$ cat src/rtl/hb_mac_sched.sv
// Round-robin scheduler sharing one half-band MAC engine between N_REQ channels.
// One queued job per channel, watchdog on completion, results tagged by channel.
module hb_mac_sched #(
   parameter int N_REQ   = 4,
   parameter int DW_OUT  = 16,
   parameter int TIMEOUT = 255,
   localparam int SW     = $clog2(N_REQ),
   localparam int CW     = $clog2(TIMEOUT + 1)
) (
   input  logic              clk,
   input  logic              reset,
   input  logic [N_REQ-1:0]  req,
   input  logic              ovr_clr,
   output logic              mac_start,
   output logic [SW-1:0]     mac_sel,
   input  logic              mac_done,
   input  logic [DW_OUT-1:0] mac_result,
   output logic [N_REQ-1:0]  res_valid,
   output logic [DW_OUT-1:0] res_data,
   output logic [N_REQ-1:0]  overrun,
   output logic              timeout_err,
   output logic              busy
);

   typedef enum logic [1:0] {IDLE, START, WAIT, DONE} state_t;

   state_t            state, state_nxt;
   logic [N_REQ-1:0]  pend;
   logic [N_REQ-1:0]  grant_oh;
   logic [N_REQ-1:0]  ovr_set;
   logic [SW-1:0]     last;
   logic [SW-1:0]     grant_idx;
   logic [SW-1:0]     cand;
   logic              grant_found;
   logic              grant_en;
   logic              accept;
   logic              expire;
   logic [CW-1:0]     cnt;

   // Search starts one past the last granted channel and wraps.
   always_comb begin
      grant_found = 1'b0;
      grant_idx   = '0;
      cand        = '0;
      for (int unsigned k = 0; k < N_REQ; k++) begin
         cand = SW'((32'(last) + k + 1) % N_REQ);
         if (!grant_found && pend[cand]) begin
            grant_found = 1'b1;
            grant_idx   = cand;
         end
      end
   end

   always_comb begin
      state_nxt = state;
      grant_en  = 1'b0;
      accept    = 1'b0;
      expire    = 1'b0;
      mac_start = 1'b0;
      res_valid = '0;
      case (state)
         IDLE: begin
            if (grant_found) begin
               grant_en  = 1'b1;
               state_nxt = START;
            end
         end
         START: begin
            mac_start = 1'b1;
            state_nxt = WAIT;
         end
         WAIT: begin
            if (mac_done) begin
               accept    = 1'b1;
               state_nxt = DONE;
            end else if (cnt == CW'(TIMEOUT - 1)) begin
               expire    = 1'b1;
               state_nxt = IDLE;
            end
         end
         DONE: begin
            res_valid[mac_sel] = 1'b1;
            state_nxt          = IDLE;
         end
         default: state_nxt = IDLE;
      endcase
   end

   always_comb begin
      grant_oh = '0;
      if (grant_en)
         grant_oh[grant_idx] = 1'b1;
   end

   // A request landing on the channel being granted starts a fresh job, not an overrun.
   assign ovr_set = req & pend & ~grant_oh;
   assign busy    = (state != IDLE);

   always_ff @(posedge clk or posedge reset) begin
      if (reset)
         state <= IDLE;
      else
         state <= state_nxt;
   end

   always_ff @(posedge clk or posedge reset) begin
      if (reset) begin
         pend        <= '0;
         overrun     <= '0;
         last        <= SW'(N_REQ - 1);
         mac_sel     <= '0;
         cnt         <= '0;
         res_data    <= '0;
         timeout_err <= 1'b0;
      end else begin
         pend    <= (pend & ~grant_oh) | req;
         overrun <= (ovr_clr ? '0 : overrun) | ovr_set;
         if (grant_en) begin
            last    <= grant_idx;
            mac_sel <= grant_idx;
         end
         if (state == START)
            cnt <= '0;
         else if (state == WAIT)
            cnt <= cnt + CW'(1);
         if (accept)
            res_data <= mac_result;
         if (expire)
            timeout_err <= 1'b1;
      end
   end

endmodule

$ cat config.mk
export PLATFORM = sky130hd
export DESIGN_NAME = hb_mac_sched
export DESIGN_NICKNAME = d
export VERILOG_FILES = /design/src/rtl/hb_mac_sched.sv
export SDC_FILE = /design/constraint.sdc
export NUM_CORES = 1
export LEC_CHECK = 0
export ABC_AREA = 1
export BUFFER_PORTS_ARGS = -buffer_cell sky130_fd_sc_hd__buf_2
export CAP_MARGIN = 20
export CORE_MARGIN = 8
export CORE_UTILIZATION = 47
export DETAILED_ROUTE_END_ITERATION = 8
export PLACE_DENSITY = 0.75
export SLEW_MARGIN = 20
export SYNTH_ARGS = -nofsm -noshare
export SYNTH_HDL_FRONTEND = slang
export SYNTH_SLANG_ARGS = --single-unit
$ cat constraint.sdc
create_clock -name clk -period 1.6 [get_ports clk]
set_clock_uncertainty 0.05 [all_clocks]
set_input_delay 0.16 -clock clk [delete_from_list [all_inputs] [get_ports clk]]
set_output_delay 0.16 -clock clk [all_outputs]
set_load 0.01 [all_outputs]
== After elaboration in Yosys (flattened, before gate mapping) ==
Index checks and enable logic that the tools add are counted.

* $mul: 0
* $lt $le $gt $ge: 8
* Div/mod/pow operators: 0
* Eq/ne operators: 6
* Bitwise operators: 6
* Add/subtract/negate cells: 7
* Mux-type cells: 37
* Shifts and indexed selects: 0
* Reduce and logical (&&, ||, !) cells: 12

{| class="wikitable"
|+ Operator list
! operator !! number
|-
| $lt A2 B3 Y1 const B || 6
|-
| $mux W1 || 18
|-
| $mux W8 || 2
|-
| $mux W2 || 7
|-
| $and A4 B4 Y4 || 3
|-
| $mux W4 || 3
|-
| $add A2 B1 Y2 const B || 4
|-
| $add A8 B1 Y8 const B || 1
|-
| $bmux W1 S2 || 4
|-
| $eq A8 B8 Y1 const B || 1
|-
| $or A4 B4 Y4 || 2
|-
| $pmux W2 S4 || 1
|-
| $logic_and A1 B1 Y1 || 5
|-
| $add A2 B2 Y2 const B || 2
|-
| $demux W1 S2 || 2
|-
| $eq A2 B2 Y1 const B || 2
|-
| $ge A2 B1 Y1 const B || 2
|-
| $not A4 Y4 || 1
|-
| $reduce_bool A2 Y1 || 2
|-
| $logic_not A1 Y1 || 3
|-
| $ne A3 B3 Y1 const B || 1
|-
| $eq A2 B1 Y1 const B || 1
|-
| $logic_not A2 Y1 || 1
|-
| $ne A2 B2 Y1 const B || 1
|-
| $reduce_and A2 Y1 || 1
|}

* Output and inout port bits: 29
* Register bits after elaboration: 39
* RAM bits: 0
* Bits in read-only memories: 0
* Latch bits: 0
* Input port bits: 24
* Memories: 0
* Logic and storage cells: 84

== Logic depth before layout (Yosys ltp) ==
Gate-level depths: netlist of the first run.

* Depth after elaboration: 21
* Gate-level depth with buffers: 14
* Depth with buffers taken out: 13

== Worst setup path before layout of the first run ==
No wires, ideal clock.

* Kind: reg-to-reg
* Start: register state[1]
* End: register cnt[7]
* Data required time: 1.473 ns
* Stages on the path, launching flop included: 9
* Buffers on the path: 0
* Setup time: 0.077 ns
* Path slack: -0.071 ns
* Data arrival time: 1.544 ns
* Clock period less this slack: 1.671 ns
* Path through: dfrtp_1 > inv_1 > ha_1 > inv_1 > nor3b_1 > nand3_1 > nor2_1 > o21ai_0 > a21oi_1

* Longest elaborated chain between the ends: 2
* Elaborated cells on any way between the ends: 4
* Those cells by class: eq/ne (2); mux (1); reduce/logical (1)

{| class="wikitable"
|+ RTL lines
! item !! line !! text
|-
| start, declared || 27 || <nowiki>state_t state, state_nxt;</nowiki>
|-
| start signal, assigned || 103 || <nowiki>state <= state_nxt;</nowiki>
|-
| $eq A2 B1 Y1 or $eq A2 B2 Y1 (tied branches) || 122, 124 ||
|-
| $mux W8 or $reduce_bool A2 Y1 (tied branches) || n/a ||
|-
| end signal, assigned || 125 || <nowiki>cnt <= cnt + CW'(1);</nowiki>
|-
| end, declared || 38 || <nowiki>logic [CW-1:0] cnt;</nowiki>
|}

Parallel ways exist; a longest one is shown, timed or not.
A chain may end at the register's enable or synchronous reset.

== Final worst setup path of the first run ==
* Start: register last[0]
* End: register overrun[2]

* Longest elaborated chain between the ends: 21
* Elaborated cells on any way between the ends: 39
* Those cells by class: add/sub (6); order compare (2); mux (21); bitwise (3); reduce/logical (7)

{| class="wikitable"
|+ RTL lines
! item !! line !! text
|-
| start, declared || 31 || <nowiki>logic [SW-1:0] last;</nowiki>
|-
| start signal, assigned || 110 || <nowiki>last <= SW'(N_REQ - 1);</nowiki>
|-
| start signal, assigned || 119 || <nowiki>last <= grant_idx;</nowiki>
|-
| parallel branches: the longest is 17 deep, another holds $add A2 B1 Y2 || n/a ||
|-
| $mux W4 * || 91 || <nowiki>if (grant_en)</nowiki>
|-
| $not A4 Y4 * || 96 || <nowiki>assign ovr_set = req & pend & ~grant_oh;</nowiki>
|-
| $and A4 B4 Y4 * || 96 ||
|-
| $or A4 B4 Y4 * || 117 || <nowiki>overrun <= (ovr_clr ? '0 : overrun) | ovr_set;</nowiki>
|-
| end signal, assigned || 117 ||
|-
| end, declared || 20 || <nowiki>output logic [N_REQ-1:0] overrun,</nowiki>
|}

Every way passes the cells marked *. The select of a mux whose other input is x is not followed.

==> metrics list, run 1 <==
- By area the synthesized netlist is led by sky130_fd_sc_hd__dfrtp_1 (45%), sky130_fd_sc_hd__nand2_1 (21%), sky130_fd_sc_hd__inv_1 (5.3%).
- From synthesis to final layout, the design area changed by 35.3%.
* Unrepaired setup endpoints after global routing: yes
* Last weighted congestion value of the routability-driven placer: 0.871
- Die width: 82.0 µm
* Initial Utilization: 0.480
- STA puts the critical path data arrival time at 1.99 ns.
* Most frequently used flop master after synthesis: sky130_fd_sc_hd__dfrtp_1
- The slowest stage of the critical path is the sky130_fd_sc_hd__dfstp_2 cell.
- The run finished, with violations left.
* Die area: 6720 µm²
- Final count of negative-setup-slack endpoints: 14
- Port bufs: 52
* Detailed Place HPWL: 3620 µm
- For the pin with the worst max-slew slack, the measured transition is 0.484 ns.
- The H-tree generated during clock tree synthesis spans 2 levels.
- The number of antenna violations at the first check in global routing is 0.
* Worst path required time: 1.75 ns
* Number of buffers inserted during clock tree synthesis: 5
- Routed wire per std cell: 12.2 µm
- The detailed router finished its first iteration with 132 violations.
- In this run the critical register-to-register path is captured at overrun[2].
- Number of maximum-capacitance constraint violations: 0
- Final-layout setup total negative slack: -2.33 ns
- Clock latency of the later-clocked register in the worst-skew pair: 0.29 ns
* LEAKAGE: 1.59 nW
- Final Total Pwr: 5.80 mW
* Startpoint type of the worst setup path: flop
* All-Layer GR Usage: 0.153
- Buffer levels on the longest clock path: 2
- For the finished layout, the period the worst path requires is 1.84 ns.
- Share of the clock period used by the worst path: 1.15
- Yosys printed 0 warnings.
- Site Rows: 24
* Share of final-layout standard cells stronger than drive strength 1: 0.361
- The detail route stage leaves a number of antenna-violating nets equal to 0.
* Number of global-route vias before repair: 1927
* Total inserted antenna cells: 0
* Cell type contributing the most total cell area after synthesis: sky130_fd_sc_hd__dfrtp_1
- Top Family by Delay on Critical Path: flip-flops
* Worst setup path class: reg2reg
- Number of buffers and inverters on the critical path: 3
* Hold Crit Class: in2reg
- The routed design has 4940 µm of wire.
- For this block, the via count after detailed routing is 1933.
- The root buffer cell chosen for the clock tree is sky130_fd_sc_hd__clkbuf_8.
- Dominant cell type by count on the critical path: sky130_fd_sc_hd__nand2_2
* Pwr per Cell Area: 2090 nW/µm²
- Commonest cells in the synthesized netlist: sky130_fd_sc_hd__nand2_1 (115), sky130_fd_sc_hd__dfrtp_1 (37), sky130_fd_sc_hd__inv_1 (29)
- Pin count of the biggest net entering global routing: 40
* Fill cell count: 361
* Worst hold path stage count: 3
- In this run the worst path has a maximum fanout of 8.
* Minimum hold slack: 0.0185 ns
- Reg2reg start: last[0]
- First-pass DRT Iterations: 4
- Hold path endpoint: res_data[8]
- The worst-case IR drop observed on VDD is 0.933 mV.
- Final hold viol count: 0
- Share of the synthesized area in the top cell type: 0.452
- Worst slew margin relative to its limit: 0.677
- F_max: 542 MHz
- The die is 82.0 µm tall.
- For the worst flop-to-flop path, the logic depth is 12.
- Post-synthesis cell type count: 28
* Clock sink total: 39
- Maximum single-stage delay on the critical path: 0.58 ns
* First-pass GRT wire length: 8120 µm
- Global route overflow: 0
- Setup slack on the critical path of the routed design comes to -0.244 ns.
* Proportion of register bits with asynchronous set or reset after synthesis: 1.00
- The number of nets handed over by synthesis was 299.
- For this run, the post-layout net count is 382.
* Core Box Area: 4260 µm²
* Proportion of synthesized chip area in sequential cells: 0.478
- Clock-pin transition on the worst setup and hold timing paths: 0.07 ns
- Number of synthesized register bits: 39
- Cells traversed along the worst timing path: buf_4 -> nand2_1 -> nand2_2 -> nand2_2 -> o21ai_4 -> buf_6 -> nand3_2 -> nand2_2 -> inv_4 -> nand2_2 -> nor2_2 -> o21bai_1
- Total number of cells along the worst setup path: 12
- CP endpoint kind: flop
- TritonCTS built the clock tree.
- Among all cell types in the netlist, the one instantiated most often is sky130_fd_sc_hd__nand2_1.
- 53 I/O pins were placed.
- Critical hold path startpoint: mac_result[8]
* Register-to-register setup slack: -0.24 ns
- Number of placed instances with taps included: 388
- Mean post-synth cell area: 7.64 µm²
* Number of enable-type register cells in the synthesized netlist: 0
- Failing checks: setup timing
* Via-per-instance ratio: 4.78
- Summing every instance area after synthesis gives 2050 µm².
- The count of cells in the finished layout, fillers not included, comes to 404.
- Number of pins with negative max-slew slack in the final report: 0
- Post-layout util: 0.649
* Mapped Cells: 268
- After detailed routing, the number of remaining DRC violations is 0.
==> timing repair <==
action / in CTS / in global routing
hold buffers: 1 / 0
buffers inserted: 4 / 3
gates resized for setup: 9 / 26
setup endpoints to repair: 15 / 18
pin swaps: 2 / 7
endpoints found under the hold margin: 37 / 0
==> metrics by stage <==
step,setup WS [ns],cell area [µm²]
2_1_floorplan,-0.0599,2050
4_1_cts,-0.202,2670
3_3_place_gp,-0.172,2500
3_5_place_dp,-0.212,2500
5_1_grt,-0.355,2770
6_report,-0.244,2770
==> flip-flops by register name, indices dropped and copies added (netlist names) <==
signal / cells
cnt: 8
last: 2
mac_sel: 2
overrun: 4
pend: 4
res_data: 16
state: 2
timeout_err: 1
==> layer usage <==
metal	vias up	wire, µm	GRT usage	share of wire
met3	9	399	0.0558	0.081
met4	0	83	0.0526	0.017
met5	-	0	0	0
met1	865	2270	0.186	0.46
met2	57	2180	0.246	0.44
li1	1002	-	-	-
==> logic make-up (layout without fill, tap and decap cells) <==
kind of cell               Yosys count  after routing  share of synthesized area
adders and majority gates            7              7                     0.0428
AOI/OAI and AO/OA                   23             23                     0.0642
buffers and inverters               38            122                     0.0752
muxes                                1              1                    0.00489
and+or+nand+nor                    160            160                      0.335
DFF                                 39             39                      0.478
==> cell type report <==
cell class                      instances  area (µm²)  area share
Inverter                               34         135      0.0488
Clock buffer                            8         100      0.0361
Sequential cell                        39         978       0.353
Multi-Input combinational cell        191        1010       0.363
Timing Repair Buffer                   80         484       0.175
Tap cell                               52        65.1      0.0235
==> power breakdown <==
group / total (mW) / switching (mW) / internal [mW]
combinational: 3.38 / 1.96 / 1.42
sequential: 1.71 / 0.293 / 1.41
clock: 0.713 / 0.320 / 0.393
==> how the worst max path moves through the flow <==
stage	slack, ns	endpoint	startpoint
2_1_floorplan	-0.06	overrun[2]	last[0]
5_1_grt	-0.36	overrun[2]	last[0]
4_1_cts	-0.20	overrun[2]	last[1]
6_report	-0.24	overrun[2]	last[0]
3_5_place_dp	-0.21	overrun[2]	last[0]
3_3_place_gp	-0.17	overrun[2]	last[0]
==> layout by cell type (no fill, tap or decap), types with 2 or more instances in the layout <==
master                     netlist  routed
sky130_fd_sc_hd__o21bai_1        3       3
sky130_fd_sc_hd__nor3_1          6       5
sky130_fd_sc_hd__inv_2           4       5
sky130_fd_sc_hd__nand2_2         7      16
sky130_fd_sc_hd__nor2_2          1       2
sky130_fd_sc_hd__buf_4           1      24
sky130_fd_sc_hd__nand3_1        12      10
sky130_fd_sc_hd__buf_2           0      52
sky130_fd_sc_hd__buf_6           1       3
sky130_fd_sc_hd__o21ai_1         0       4
sky130_fd_sc_hd__nor2_1          8       7
sky130_fd_sc_hd__inv_1          29      25
sky130_fd_sc_hd__dfstp_2         2       2
sky130_fd_sc_hd__dfrtp_1        37      37
sky130_fd_sc_hd__o21ai_0        11       7
sky130_fd_sc_hd__nand4_1         5       5
sky130_fd_sc_hd__nand2_1       115     106
sky130_fd_sc_hd__a21oi_1         6       5
sky130_fd_sc_hd__ha_4            0       2
sky130_fd_sc_hd__nand3_2         2       4
sky130_fd_sc_hd__ha_1            7       5
sky130_fd_sc_hd__clkbuf_8        0       7
sky130_fd_sc_hd__inv_4           0       3
==> tightest hold or removal path, cell delays in order <==
cell                      delay [ns]
sky130_fd_sc_hd__buf_2          0.07
sky130_fd_sc_hd__nand2_1        0.04
sky130_fd_sc_hd__nand2_1        0.04
Power figures use the tool's default switching activity.
==> inputs of run 2 (changes only) <==
--- a/config.mk
+++ b/config.mk
@@ -10,7 +10,7 @@
 export CAP_MARGIN = 20
 export CORE_MARGIN = 8
-export CORE_UTILIZATION = 47
+export CORE_UTILIZATION = 52
 export DETAILED_ROUTE_END_ITERATION = 8
-export PLACE_DENSITY = 0.75
+export PLACE_DENSITY = 0.79
 export SLEW_MARGIN = 20
 export SYNTH_ARGS = -nofsm -noshare
==> constraint.sdc (replaced) <==
create_clock -name clk -period 1.8 [get_ports clk]
set_clock_uncertainty 0.05 [all_clocks]
set_input_delay 0.18 -clock clk [delete_from_list [all_inputs] [get_ports clk]]
set_output_delay 0.18 -clock clk [all_outputs]
set_load 0.1 [all_outputs]
==> run 2 against run 1 <==
  * The run still ends with setup timing left
  * Cell count fell by 1.2%
  * Via count rose by 1.4%
  * Routed wire length rose by 5.9%
  * Sequential cell count unchanged
  * Design area grew 3.9%
  * Core utilization grew 9.1 points
  * Fmax shrank 1.5%
  * First-iteration DRC count is 11% lower
  * Critical path depth shrank 1
  * Non-clock buffer count down 4
  * Global-route usage rose by 1.4 points
==> metrics list, run 2 (synthesis results as in run 1) <==
- Buffer levels on the longest clock path: 2 (unchanged)
* Reg2reg start: last[0]
* Cells traversed along the worst timing path: inv_4 -> nand2_2 -> nand2_4 -> nand2_4 -> nand2_4 -> nor2_4 -> nand4_1 -> nand3_2 -> nand3_1 -> nand2_1 -> nand2_1
* Clock-pin transition on the worst setup and hold timing paths: 0.08 ns (about the same)
- The overall die height came to 78.7 µm (-4.0%).
- The CTS sink count was 39 (unchanged).
- The cell that appears most often on the critical path is sky130_fd_sc_hd__nand2_4.
- The die extent in x came to 78.7 µm (-4.0%).
* Port bufs: 52 (unchanged)
- Maximum single-stage delay on the critical path: 0.59 ns (about the same)
* Critical R2R Capture: overrun[1]
* Fill cell count: 291 (-19%)
* Pin count of the biggest net entering global routing: 40 (unchanged)
- P&R area growth vs syn: 40.6%
* Worst-Margin Slew: 0.488 ns (+0.00438 ns)
- The worst setup path is of the reg2reg kind.
* Share of final-layout standard cells stronger than drive strength 1: 0.378 (+0.0174)
- Worst Path Max Fanout: 10 (+2)
- Antenna violations before repair: 0 (unchanged)
* Startpoint type of the worst setup path: flop
* F_max: 534 MHz (-1.5%)
* Critical hold path startpoint: mac_result[1]
- The wire length of the first global-routing pass was 8460 µm (+4.2%).
* Count of unresolved DRC violations after routing: 0 (unchanged)
- CP endpoint kind: flop
- The setup slack of the worst register-to-register path came to -0.07 ns (+0.17 ns).
- Site Rows: 23 (-4.2%)
- Global route overflow: 0 (unchanged)
- Final worst-path setup slack: -0.0711 ns (+0.173 ns)
- The tightest min-delay check is of the in2reg type.
- The worst hold margin is 0.0254 ns (+0.00694 ns).
* Outcome: finished with violations
- The die area is 6200 µm² (-7.8%).
- The count of vias placed by the detailed router came to 1961 (+1.4%).
- The count of cells along the worst hold path came to 3 (unchanged).
- Failing checks: setup timing
- The H-tree depth came to 2 (unchanged).
* Cell depth of the worst flop-to-flop path: 11 (-1)
- I/O Pins: 53 (unchanged)
* Via-per-instance ratio: 4.91 (+2.7%)
- The total number of nets in the final design was 379 (-0.79%).
- Last weighted congestion value of the routability-driven placer: 0.795 (-8.8%)
- The max-slew violation total from the final report came to 0 (unchanged).
* Number of buffers inserted during clock tree synthesis: 5 (unchanged)
- The worst path arrival time came to 2.00 ns (about the same).
* Master cell of the clock root buffer: sky130_fd_sc_hd__clkbuf_8
* Register ranked first by flip-flop count: res_data
- Number of maximum-capacitance constraint violations: 0 (unchanged)
* Commonest cells after routing, fill and taps aside: sky130_fd_sc_hd__nand2_1 (103), sky130_fd_sc_hd__buf_2 (48), sky130_fd_sc_hd__dfrtp_1 (35), sky130_fd_sc_hd__inv_1 (25), sky130_fd_sc_hd__buf_4 (20)
- All-Layer GR Usage: 0.168 (+0.0141)
* Max reg flops: 16 (unchanged)
- Final WL: 5230 µm (+5.9%)
- The count of TritonRoute iterations in the first routing pass was 4 (unchanged).
- The count of routing violations after the opening detailed-route iteration is 117 (-11%).
- The antenna cell count was 0 (unchanged).
- Core Box Area: 3880 µm² (-8.9%)
- The worst path required time is 1.93 ns (+0.18 ns).
- TritonCTS built the clock tree.
- Final count of negative-setup-slack endpoints: 10 (-4)
* Final hold viol count: 0 (unchanged)
* Crit-path slowest cell: sky130_fd_sc_hd__dfstp_2
- Commonest non-fill, non-tap cell in the layout: sky130_fd_sc_hd__nand2_1
- The number of nets with antenna violations after routing is 0 (unchanged).
- The clock latency on the worst-skew pair came to 0.29 ns (about the same).
* Hold path endpoint: res_data[1]
- The final critical-path share of the clock period came to 1.04 (-0.113).
- Initial Utilization: 0.527 (+0.0468)
* Worst slew margin relative to its limit: 0.674 (-0.00292)
* Detailed Place HPWL: 3770 µm (+3.9%)
- The largest registers in the layout are res_data x16, cnt x8.
* Routed wire per std cell: 13.1 µm (+7.2%)
- Setup repair after global routing could not meet its margin everywhere.
- The shortest period the worst path allows is 1.87 ns (+0.0272 ns).
- The via count of the first global-routing pass was 1995 (+3.5%).
## run 2: layout make-up
| cell class | count | area [µm²] | area share |
|---|---|---|---|
| clock buffers | 5 | 68.8 | 0.0239 |
| clock inverters | 3 | 43.8 | 0.0152 |
| inverters | 34 | 135 | 0.0470 |
| multi-input cells | 191 | 1060 | 0.368 |
| flip-flops and latches | 39 | 986 | 0.343 |
| well taps | 50 | 62.6 | 0.0217 |
| repair buffers | 76 | 514 | 0.179 |
| repair inverters | 1 | 7.51 | 0.00261 |
## run 2: layer usage
layer / up-vias / wire (µm) / GRT usage / share of wire
li1: 996 / - / - / -
met1: 897 / 2130 / 0.188 / 0.41
met2: 54 / 2690 / 0.288 / 0.51
met3: 14 / 298 / 0.0553 / 0.057
met4: 0 / 108 / 0.0648 / 0.021
met5: - / 0 / 0 / 0
## run 2: worst max-delay path by stage
stage,startpoint,end,slack [ns],cells after the start
floorplan,mac_sel[0],res_valid[3],0.02,2
global placement,last[0],overrun[2],0.04,12
detailed placement,last[0],overrun[2],-0.02,11
CTS,last[0],overrun[3],-0.02,11
global route,last[0],overrun[0],-0.19,12
finish,last[0],overrun[1],-0.07,11
## run 2: worst max-delay path: cells and delay by family (launching register included)
family,cells,cell delay (ns)
and+or+nand+nor,10,1.04
DFF,1,0.59
buffers and inverters,1,0.08
## run 2: what timing repair did
item / 4_1_cts / 5_1_grt
setup buffers: 0 / 6
hold buffers: 1 / 0
setup endpoints to repair: 6 / 18
pin swaps: 2 / 15
gates cloned: 1 / 0
resized for setup: 7 / 33
hold endpoints to repair: 37 / 0
## run 2: through the flow
step | setup TNS, ns | instance area (µm²) | std cells | utilization | setup slack, ns
floorplan | 0 | 2100 | 268 | - | 0.0151
global placement | 0 | 2590 | 383 | 0.666 | 0.0353
detailed placement | -0.0286 | 2590 | 383 | 0.666 | -0.0229
CTS | -0.0659 | 2740 | 393 | 0.704 | -0.0245
global route | -1.87 | 2880 | 399 | 0.741 | -0.192
finish | -0.487 | 2880 | 399 | 0.741 | -0.0711
Power of run 2 is left out: the tool's default activity adds up to more than one toggle a clock period on the data nets, which glitch-free logic cannot reach.
